<file path="src/rtl/tw_pkg.sv">
// rtl/tw_pkg.sv - shared types and constants for the horizontal twiddle link
package tw_pkg;

  typedef enum logic [2:0] {
    ST_IDLE,
    ST_LOAD,
    ST_SEND_HI,
    ST_GAP_W,
    ST_SEND_LO,
    ST_FIN
  } tw_tx_state_t;

  localparam logic [1:0] ROM6W_NONE = 2'd0;
  localparam logic [1:0] ROM6W_HI   = 2'd1;
  localparam logic [1:0] ROM6W_LO   = 2'd2;

  // horizontal_DW is always P_WIDTH / HDW_DIV: one twiddle word spans two bus beats
  localparam int HDW_DIV = 2;

endpackage

</file>
<file path="src/rtl/tw_horizontal_tx_if.sv">
// rtl/tw_horizontal_tx_if.sv - upstream entry handshake plus horizontal bus
interface tw_horizontal_tx_if #(
  parameter int P_WIDTH       = 128,
  parameter int horizontal_DW = 64
);
  logic                     in_valid;
  logic [P_WIDTH-1:0]       in_data;
  logic                     in_ready;
  logic [1:0]               ROM6_w;
  logic [horizontal_DW-1:0] horizontal_data_out;

  modport master (
    input  in_valid, in_data,
    output in_ready, ROM6_w, horizontal_data_out
  );

  modport slave (
    output in_valid, in_data,
    input  in_ready, ROM6_w, horizontal_data_out
  );
endinterface

</file>
<file path="src/rtl/tw_entry_buf.sv">
// rtl/tw_entry_buf.sv - entry register file with half-select read by write code
module tw_entry_buf
  import tw_pkg::*;
#(
  parameter int P_WIDTH   = 128,
  parameter int ENTRY_NUM = 4,
  localparam int AW       = $clog2(ENTRY_NUM),
  localparam int HALF     = P_WIDTH / HDW_DIV
) (
  input  logic               CLK,
  input  logic               rst_n,
  input  logic               wr_en,
  input  logic [AW-1:0]      wr_addr,
  input  logic [P_WIDTH-1:0] wr_data,
  input  logic [AW-1:0]      rd_addr,
  input  logic [1:0]         rd_code,
  output logic [HALF-1:0]    rd_data
);
  logic [P_WIDTH-1:0] mem [ENTRY_NUM];

  always_ff @(posedge CLK or negedge rst_n) begin
    if (!rst_n) begin
      for (int i = 0; i < ENTRY_NUM; i++) mem[i] <= '0;
    end else if (wr_en) begin
      mem[wr_addr] <= wr_data;
    end
  end

  always_comb begin
    rd_data = '0;
    case (rd_code)
      ROM6W_HI: rd_data = mem[rd_addr][P_WIDTH-1:HALF];
      ROM6W_LO: rd_data = mem[rd_addr][HALF-1:0];
      default:  rd_data = '0;
    endcase
  end
endmodule

</file>
<file path="src/rtl/tw_horizontal_tx.sv">
// rtl/tw_horizontal_tx.sv - collects ENTRY_NUM twiddle words and sends HI then LO halves
module tw_horizontal_tx
  import tw_pkg::*;
#(
  parameter int P_WIDTH       = 128,
  parameter int horizontal_DW = 64,
  parameter int ENTRY_NUM     = 4,
  parameter int GAP           = 0
) (
  input  logic                CLK,
  input  logic                rst_n,
  input  logic                start,
  input  logic                abort,
  tw_horizontal_tx_if.master  bus,
  output logic                busy,
  output logic                done
);
  localparam int AW = $clog2(ENTRY_NUM);
  localparam int GW = (GAP > 1) ? $clog2(GAP) : 1;
  localparam logic [AW-1:0] LAST = AW'(ENTRY_NUM - 1);

  tw_tx_state_t             state, state_d;
  logic [AW-1:0]            idx, idx_d, load_cnt, load_cnt_d;
  logic [GW-1:0]            gap_cnt, gap_cnt_d;
  logic                     wr_en;
  logic [1:0]               code_d, code_q;
  logic [horizontal_DW-1:0] rd_data, data_q;
  logic                     ready_q, busy_q, done_q;

  // Outputs are registered from the next state, so the buffer is read at idx_d
  tw_entry_buf #(.P_WIDTH(P_WIDTH), .ENTRY_NUM(ENTRY_NUM)) u_buf (
    .CLK     (CLK),
    .rst_n   (rst_n),
    .wr_en   (wr_en),
    .wr_addr (load_cnt),
    .wr_data (bus.in_data),
    .rd_addr (idx_d),
    .rd_code (code_d),
    .rd_data (rd_data)
  );

  always_comb begin
    state_d    = state;
    idx_d      = idx;
    load_cnt_d = load_cnt;
    gap_cnt_d  = gap_cnt;
    wr_en      = 1'b0;
    if (abort) begin
      state_d    = ST_IDLE;
      idx_d      = '0;
      load_cnt_d = '0;
      gap_cnt_d  = '0;
    end else begin
      case (state)
        ST_IDLE: if (start) state_d = ST_LOAD;
        ST_LOAD: begin
          if (bus.in_valid && ready_q) begin
            wr_en      = 1'b1;
            load_cnt_d = load_cnt + 1'b1;
            if (load_cnt == LAST) begin
              state_d = ST_SEND_HI;
              idx_d   = '0;
            end
          end
        end
        ST_SEND_HI: begin
          idx_d = idx + 1'b1;
          if (idx == LAST) state_d = (GAP > 0) ? ST_GAP_W : ST_SEND_LO;
        end
        ST_GAP_W: begin
          gap_cnt_d = gap_cnt + 1'b1;
          if (gap_cnt == GW'(GAP - 1)) begin
            state_d   = ST_SEND_LO;
            gap_cnt_d = '0;
          end
        end
        ST_SEND_LO: begin
          idx_d = idx + 1'b1;
          if (idx == LAST) state_d = ST_FIN;
        end
        ST_FIN:  state_d = ST_IDLE;
        default: state_d = ST_IDLE;
      endcase
    end

    case (state_d)
      ST_SEND_HI: code_d = ROM6W_HI;
      ST_SEND_LO: code_d = ROM6W_LO;
      default:    code_d = ROM6W_NONE;
    endcase
  end

  always_ff @(posedge CLK or negedge rst_n) begin
    if (!rst_n) begin
      state    <= ST_IDLE;
      idx      <= '0;
      load_cnt <= '0;
      gap_cnt  <= '0;
      code_q   <= ROM6W_NONE;
      data_q   <= '0;
      ready_q  <= 1'b0;
      busy_q   <= 1'b0;
      done_q   <= 1'b0;
    end else begin
      state    <= state_d;
      idx      <= idx_d;
      load_cnt <= load_cnt_d;
      gap_cnt  <= gap_cnt_d;
      code_q   <= code_d;
      data_q   <= rd_data;
      ready_q  <= (state_d == ST_LOAD);
      busy_q   <= (state_d inside {ST_LOAD, ST_SEND_HI, ST_GAP_W, ST_SEND_LO});
      done_q   <= (state_d == ST_FIN);
    end
  end

  assign bus.in_ready            = ready_q;
  assign bus.ROM6_w              = code_q;
  assign bus.horizontal_data_out = data_q;
  assign busy                    = busy_q;
  assign done                    = done_q;
endmodule

</file>
<file path="src/flat_wrapper.sv">
// flat-port wrapper written by rule: the top's interface ports become plain ports
module tw_horizontal_tx_flat import tw_pkg::*;
#(
  parameter int P_WIDTH       = 128,
  parameter int horizontal_DW = 64,
  parameter int ENTRY_NUM     = 4,
  parameter int GAP           = 0
)
  (CLK, rst_n, start, abort, busy, done, bus_in_valid, bus_in_data, bus_in_ready, bus_ROM6_w, bus_horizontal_data_out);
  tw_horizontal_tx_if #(.P_WIDTH(P_WIDTH), .horizontal_DW(horizontal_DW)) bus_i ();
  input  logic CLK;
  input  logic rst_n;
  input  logic start;
  input  logic abort;
  output logic busy;
  output logic done;
  input wire logic [$bits(bus_i.in_valid)-1:0] bus_in_valid;
  input wire logic [$bits(bus_i.in_data)-1:0] bus_in_data;
  output wire logic [$bits(bus_i.in_ready)-1:0] bus_in_ready;
  output wire logic [$bits(bus_i.ROM6_w)-1:0] bus_ROM6_w;
  output wire logic [$bits(bus_i.horizontal_data_out)-1:0] bus_horizontal_data_out;
  assign bus_i.in_valid = bus_in_valid;
  assign bus_i.in_data = bus_in_data;
  assign bus_in_ready = bus_i.in_ready;
  assign bus_ROM6_w = bus_i.ROM6_w;
  assign bus_horizontal_data_out = bus_i.horizontal_data_out;
  tw_horizontal_tx #(.P_WIDTH(P_WIDTH), .horizontal_DW(horizontal_DW), .ENTRY_NUM(ENTRY_NUM), .GAP(GAP)) u_core (.CLK(CLK), .rst_n(rst_n), .start(start), .abort(abort), .bus(bus_i), .busy(busy), .done(done));
endmodule
</file>
<file path="config.mk">
export PLATFORM = sky130hd
export DESIGN_NAME = tw_horizontal_tx_flat
export DESIGN_NICKNAME = d
export VERILOG_FILES = /design/src/rtl/tw_pkg.sv /design/src/rtl/tw_horizontal_tx_if.sv /design/src/rtl/tw_entry_buf.sv /design/src/rtl/tw_horizontal_tx.sv /design/src/flat_wrapper.sv
export SDC_FILE = /design/constraint.sdc
export NUM_CORES = 1
export LEC_CHECK = 0
export ABC_AREA = 1
export ABC_CLOCK_PERIOD_IN_PS = 1800
export CAP_MARGIN = 40
export CORE_AREA = 3 3 267 269
export DETAILED_ROUTE_END_ITERATION = 10
export DIE_AREA = 0 0 270 272
export GPL_TIMING_DRIVEN = 1
export HOLD_SLACK_MARGIN = 0.12
export PLACE_DENSITY = 0.65
export RECOVER_POWER = 50
export SLEW_MARGIN = 15
export SYNTH_ARGS = -nofsm -noshare
export SYNTH_HDL_FRONTEND = slang
export SYNTH_SLANG_ARGS = --single-unit
</file>
<file path="constraint.sdc">
create_clock -name CLK -period 1.8 [get_ports CLK]
set_input_delay 0.36 -clock CLK [delete_from_list [all_inputs] [get_ports CLK]]
set_output_delay 0.36 -clock CLK [all_outputs]
set_load 0.01 [all_outputs]
</file>
* Word level (Yosys, flattened, before mapping) *
Index checks and enable logic that the tools add are counted.
Widths: inputs -> output; s select.

storage, ports and cells
  output and inout bits = 69
  logic and storage cells = 72
  register bits = 589
  input port bits = 133

cells by class
  equal/unequal tests = 13
  bitwise gates (word level) = 2
  order comparisons = 3
  mux-type cells = 29
  reduce and logical (&&, ||, !) cells = 9
  add/subtract/negate cells = 3

operators by type and width
  kind                 count
  $bwmux 512           1
  $mux 128             3
  $bmux 128 s2         1
  $demux 128 s2        1
  $pmux 64 s2          1
  $mux 3               7
  $pmux 3 s5           1
  $eq 3x2->1 const B   4
  $mux 2               6
  $eq 3x3->1 const B   3
  $pmux 2 s2           2
  $eq 2x2->1 const B   3
  $eq 3x1->1 const B   2
  $ge 3x3->1 const B   2
  $mux 1               6
  $not 2->3            2
  $reduce_bool 2->1    3
  $add 2x1->2 const B  2
  $reduce_bool 4->1    1
  $logic_not 3->1      1
  $lt 3x1->1 const B   1
  $eq 2x1->1 const B   1
  $logic_and 1x1->1    2
  $reduce_and 2->1     1
  other kinds (2)      2

* Depth between registers and ports, before layout *
  depth after elaboration = 10
  depth in mapped cells = 14
  mapped depth without buffers = 12

* Modules after synthesis *
Synthesis repeated with hierarchy kept, for this count alone.

unflattened totals
  cell total of the unflattened synthesis = 3639
  area, all modules = 27645.3 um2

by module, submodules not included
  module            times used  cells an instance  area each (um2)
  tw_entry_buf      1           3494               25394.4
  tw_horizontal_tx  1           145                2250.9

* Worst setup path before layout *
Ideal clock, no wire load.

  path type = flip-flop to flip-flop
  start point = reg u_core.load_cnt[0]
  end point = reg u_core.data_q[59], in the netlist u_core.bus.horizontal_data_out[59]
  data required time = 1683 ps
  cell stages (with the launch flop) = 14
  library setup time = 117 ps
  data arrival time = 1539 ps
  slack = 144 ps
  path buffers = 2
  cell sequence = dfrtp_1 > ha_1 > inv_1 > nand2_1 > nand2_1 > nand3_1 > nand3_1 > nand3_1 > buf_2 > buf_2 > nand3_1 > nand2_1 > nand2_1 > nand2_1

between the ends
  cells in the longest elaborated chain, start to end = 10

RTL lines
  element                                                             RTL line                 RTL
  from (decl)                                                         tw_horizontal_tx.sv:23   logic [AW-1:0] idx, idx_d, load_cnt, load_cnt_d;
  from (signal assigned)                                              tw_horizontal_tx.sv:107  load_cnt <= load_cnt_d;
  $eq 2x2->1 (*)                                                      tw_horizontal_tx.sv:60   if (load_cnt == LAST) begin
  parallel branches: the longest is 8 deep, another holds $pmux 3 s5  n/a
  $pmux 64 s2 (*)                                                     tw_entry_buf.sv:31       case (rd_code)
  via u_core.rd_data[59]                                              tw_horizontal_tx.sv:27   logic [horizontal_DW-1:0] rd_data, data_q;
  to (signal assigned)                                                tw_horizontal_tx.sv:110  data_q <= rd_data;
  to (decl)                                                           tw_horizontal_tx.sv:27

Mark *: on every way through the listed nets, which the timed path passes. The select of a mux whose other input is x is not followed.
A chain may end at the register's enable or synchronous reset.

* Worst setup path in the final report *
  start point = reg u_core.state[0]
  end point = reg u_core.data_q[41], in the netlist u_core.bus.horizontal_data_out[41]

RTL lines
  element                                          RTL line                 RTL
  from (decl)                                      tw_horizontal_tx.sv:22   tw_tx_state_t state, state_d;
  from (signal assigned)                           tw_horizontal_tx.sv:105  state <= state_d;
  $mux 3                                           tw_horizontal_tx.sv:60
  $mux 3                                           tw_horizontal_tx.sv:57   if (bus.in_valid && ready_q) begin
  $pmux 3 s5 (*)                                   tw_horizontal_tx.sv:54   case (state)
  $mux 3 (*)                                       tw_horizontal_tx.sv:48   if (abort) begin
  via u_core.state_d[0]                            tw_horizontal_tx.sv:22
  $eq 3x3->1 / $eq 3x2->1 (equally long branches)  tw_horizontal_tx.sv:86   case (state_d)
  $pmux 2 s2 (*)                                   tw_horizontal_tx.sv:86
  $eq 2x2->1 / $eq 2x1->1 (equally long branches)  tw_entry_buf.sv:31
  $pmux 64 s2 (*)                                  tw_entry_buf.sv:31
  via u_core.rd_data[41]                           tw_horizontal_tx.sv:27

Mark *: on every way through the listed nets, which the timed path passes. The rest lies on a longest branch. The select of a mux whose other input is x is not followed.

==> impl_metrics.json <==
{
  "status": "finished with violations",
  "violations": "setup timing",
  "synth_nets": 3676,
  "max-slew-margin-rel": 0.230,
  "grt_pass1_wl_um": 137000,
  "post-route-period-util": 1.18,
  "drive_gt1_frac": 0.151,
  "clock_sinks": 589,
  "clk_pin_slew_ns": 0.07,
  "hpwlAfterDp_um": 56600,
  "grt_antenna_before_repair": 5,
  "core_sq_um": 68800,
  "clockBufferDepth": 3,
  "ir_drop_uv": 846,
  "power_density_nw_per_um2": 896,
  "slowest_delay_ns": 0.48,
  "tns_ns": -61.75,
  "ys_seq_elements": 589,
  "wl_um": 94000,
  "fmax_mhz": 470,
  "rows": 96,
  "synth_area_sq_um": 27600,
  "yosys_warnings": 0,
  "crit_path_start_kind": "register",
  "tightestPinTransition_ns": 1.15,
  "first_pass_iters": 6,
  "fin_ws_ns": -0.328,
  "setup_viol": 558,
  "antenna_left": 0,
  "gp_congestion": 0.872,
  "post-route-min-period_ns": 2.13,
  "cap_viol_max_count": 0,
  "avgSynthCellArea_sq_um": 7.80,
  "avgViaCountPerCell": 5.16,
  "cp_max_fo": 6,
  "start_util": 0.401,
  "cts_root_buf": "clkbuf_16",
  "drt_iter0_markers": 2844,
  "vias": 25000,
  "dieWidth_um": 270,
  "clk_latency_ns": 0.64,
  "grt_max_degree": 109,
  "worstSetupEndpoint": "u_core.bus.horizontal_data_out[41]",
  "io_pins": 202,
  "finalMaxSlewViolations": 0,
  "grt_pass1_vias": 23500,
  "syn_inst": 3538,
  "yosysSeqAreaShare": 0.534,
  "finClkSkew_ns": 0.0227,
  "finalHoldViolations": 0,
  "cts_tree": "done",
  "syn2layout_area_growth_pct": 34.9,
  "cts_buffers": 60,
  "rr_startpoint": "u_core.state[0]",
  "fin_util": 0.541,
  "hp-class": "input port to asynchronous set/reset pin",
  "crit_cells": 13,
  "r2r_setup_slack_ns": -0.33,
  "rsz0062_at_grt": "true",
  "cp_slowest_cell": "dfrtp_2",
  "track_usage": 0.234,
  "critPathTopFamily": "buffers and inverters",
  "drc_errors": 0,
  "startpoint": "u_core.state[0]",
  "die_h_um": 272,
  "grt-ovfl-total": 0,
  "synth_cell_types": 18,
  "fin_nets": 4009,
  "crit_path_cell_trace": "nor2_4 > nand2_4 > buf_6 > o21ai_1 > nor2_2 > buf_4 > nor2_4 > nor2_4 > buf_12 > clkbuf_16 > buf_12 > nand2_2 > nand2_1",
  "path_buf_inv": 5,
  "worstSetupPathType": "register to register",
  "crit_path_end_kind": "register",
  "fp.dieArea_sq_um": 73400,
  "wl_per_cell_um": 19.4,
  "worst_r2r_path_depth": 13,
  "crit_top_cell": "nor2_4",
  "port_buffers": 201,
  "p_leak_nw": 18.8,
  "r2r_end": "u_core.bus.horizontal_data_out[41]",
  "critical_path_arrival_ns": 2.66,
  "cp_data_required_time_ns": 2.33,
  "htreeDepth": 2
}
-- Yosys cell counts --
master	instances	area [sq um]
nand3_1	395	1980
o211ai_1	2	15.0
inv_1	401	1510
dfrtp_1	589	14700
nor2_1	13	48.8
o21a_1	128	961
clkbuf_1	51	191
buf_1	2	7.51
buf_4	11	82.6
inv_2	5	18.8
nand3_2	1	10.0
buf_2	174	871
nand2_1	1368	5130
nor2_2	2	12.5
nand2_2	1	6.26
o21ai_0	388	1940
nand4_1	2	12.5
ha_1	5	62.6
-- per-stage QoR --
step / area [sq um] / hold slack, ns / power (mW) / worst slack [ns] / instances
after floorplan: 27600 / 0.0644 / 17.4 / 0.144 / 3538
after global placement: 32300 / 0.245 / 19.3 / -0.724 / 4641
after detailed placement: 32300 / 0.244 / 19.4 / -0.740 / 4641
after CTS: 35800 / 0.149 / 33.1 / -0.240 / 4796
after global routing: 37200 / 0.162 / 34.7 / -0.429 / 4849
final: 37200 / 0.151 / 33.3 / -0.328 / 4849
-- cells by family after synthesis --
kind of cell,synth area share
adders and majority gates,0.00227
buffers and inverters,0.0970
DFF,0.534
and+or+nand+nor,0.261
AOI/OAI and AO/OA,0.106
-- where the power goes --
group | switching [mW] | internal [mW] | total, mW
Combinational | 3.22 | 1.95 | 5.17
Clock | 5.47 | 8.02 | 13.5
Sequential | 0.313 | 14.4 | 14.7
-- final cells by class --
type / instances / area [sq um]
repair buffers: 506 / 6690
clock buffers: 84 / 1740
diodes: 1 / 2.50
clock inverters: 24 / 379
well taps: 931 / 1160
fillers: 6103 / 31600
repair inverters: 1 / 8.76
inverters: 406 / 1560
flip-flops and latches: 589 / 14700
multi-input cells: 2307 / 10900
-- layer usage --
metal	up-vias	track usage	wire (um)
li1	11700	-	-
met1	12100	0.342	41800
met2	1012	0.346	41100
met3	171	0.0521	8040
met4	0	0.0759	3100
met5	-	0	0
-- what timing repair did --
item / 4_1_cts / 5_1_grt
resized for setup: 215 / 128
gates cloned: 16 / 42
hold endpoints to repair: 441 / 0
buffers inserted: 31 / 12
endpoints found under the setup margin: 495 / 616
pin swaps: 31 / 38
hold buffers: 1 / 0
-- state kept, by name, summed over array words and instances, names as in the netlist --
register and cells:
u_core.u_buf.mem 512, u_core.bus.horizontal_data_out 64, u_core.state 3, u_core.bus.ROM6_w 2, u_core.idx 2, u_core.load_cnt 2
u_core.bus.in_ready 1, u_core.busy 1, u_core.done 1, u_core.gap_cnt 1
-- worst min path at each step --
stage | startpoint | end | slack, ns | cells past startpoint
2_1_floorplan | rst_n | u_core.bus.ROM6_w[0] | 0.06 | 0
3_3_place_gp | rst_n | u_core.u_buf.mem[228] | 0.24 | 1
3_5_place_dp | rst_n | u_core.u_buf.mem[228] | 0.24 | 1
4_1_cts | rst_n | u_core.u_buf.mem[228] | 0.15 | 2
5_1_grt | rst_n | u_core.u_buf.mem[228] | 0.16 | 2
6_report | rst_n | u_core.u_buf.mem[228] | 0.15 | 2
-- cell usage in the layout (no fill, tap or decap), drive strengths merged --
cell type and instances:
nand3 396, buf 252, o211ai 2, ha 5, dlygate4sd2 28, dfrtp 589, clkdlybuf4s50 171, clkinv 14
nand4 2, diode 1, dlygate4sd3 1, nor2 15, o21a 128, o21ai 388, clkbuf 137, inv 408
bufbuf 1, nand2 1371, bufinv 9
Note: power is estimated with default switching activity, not from simulation.
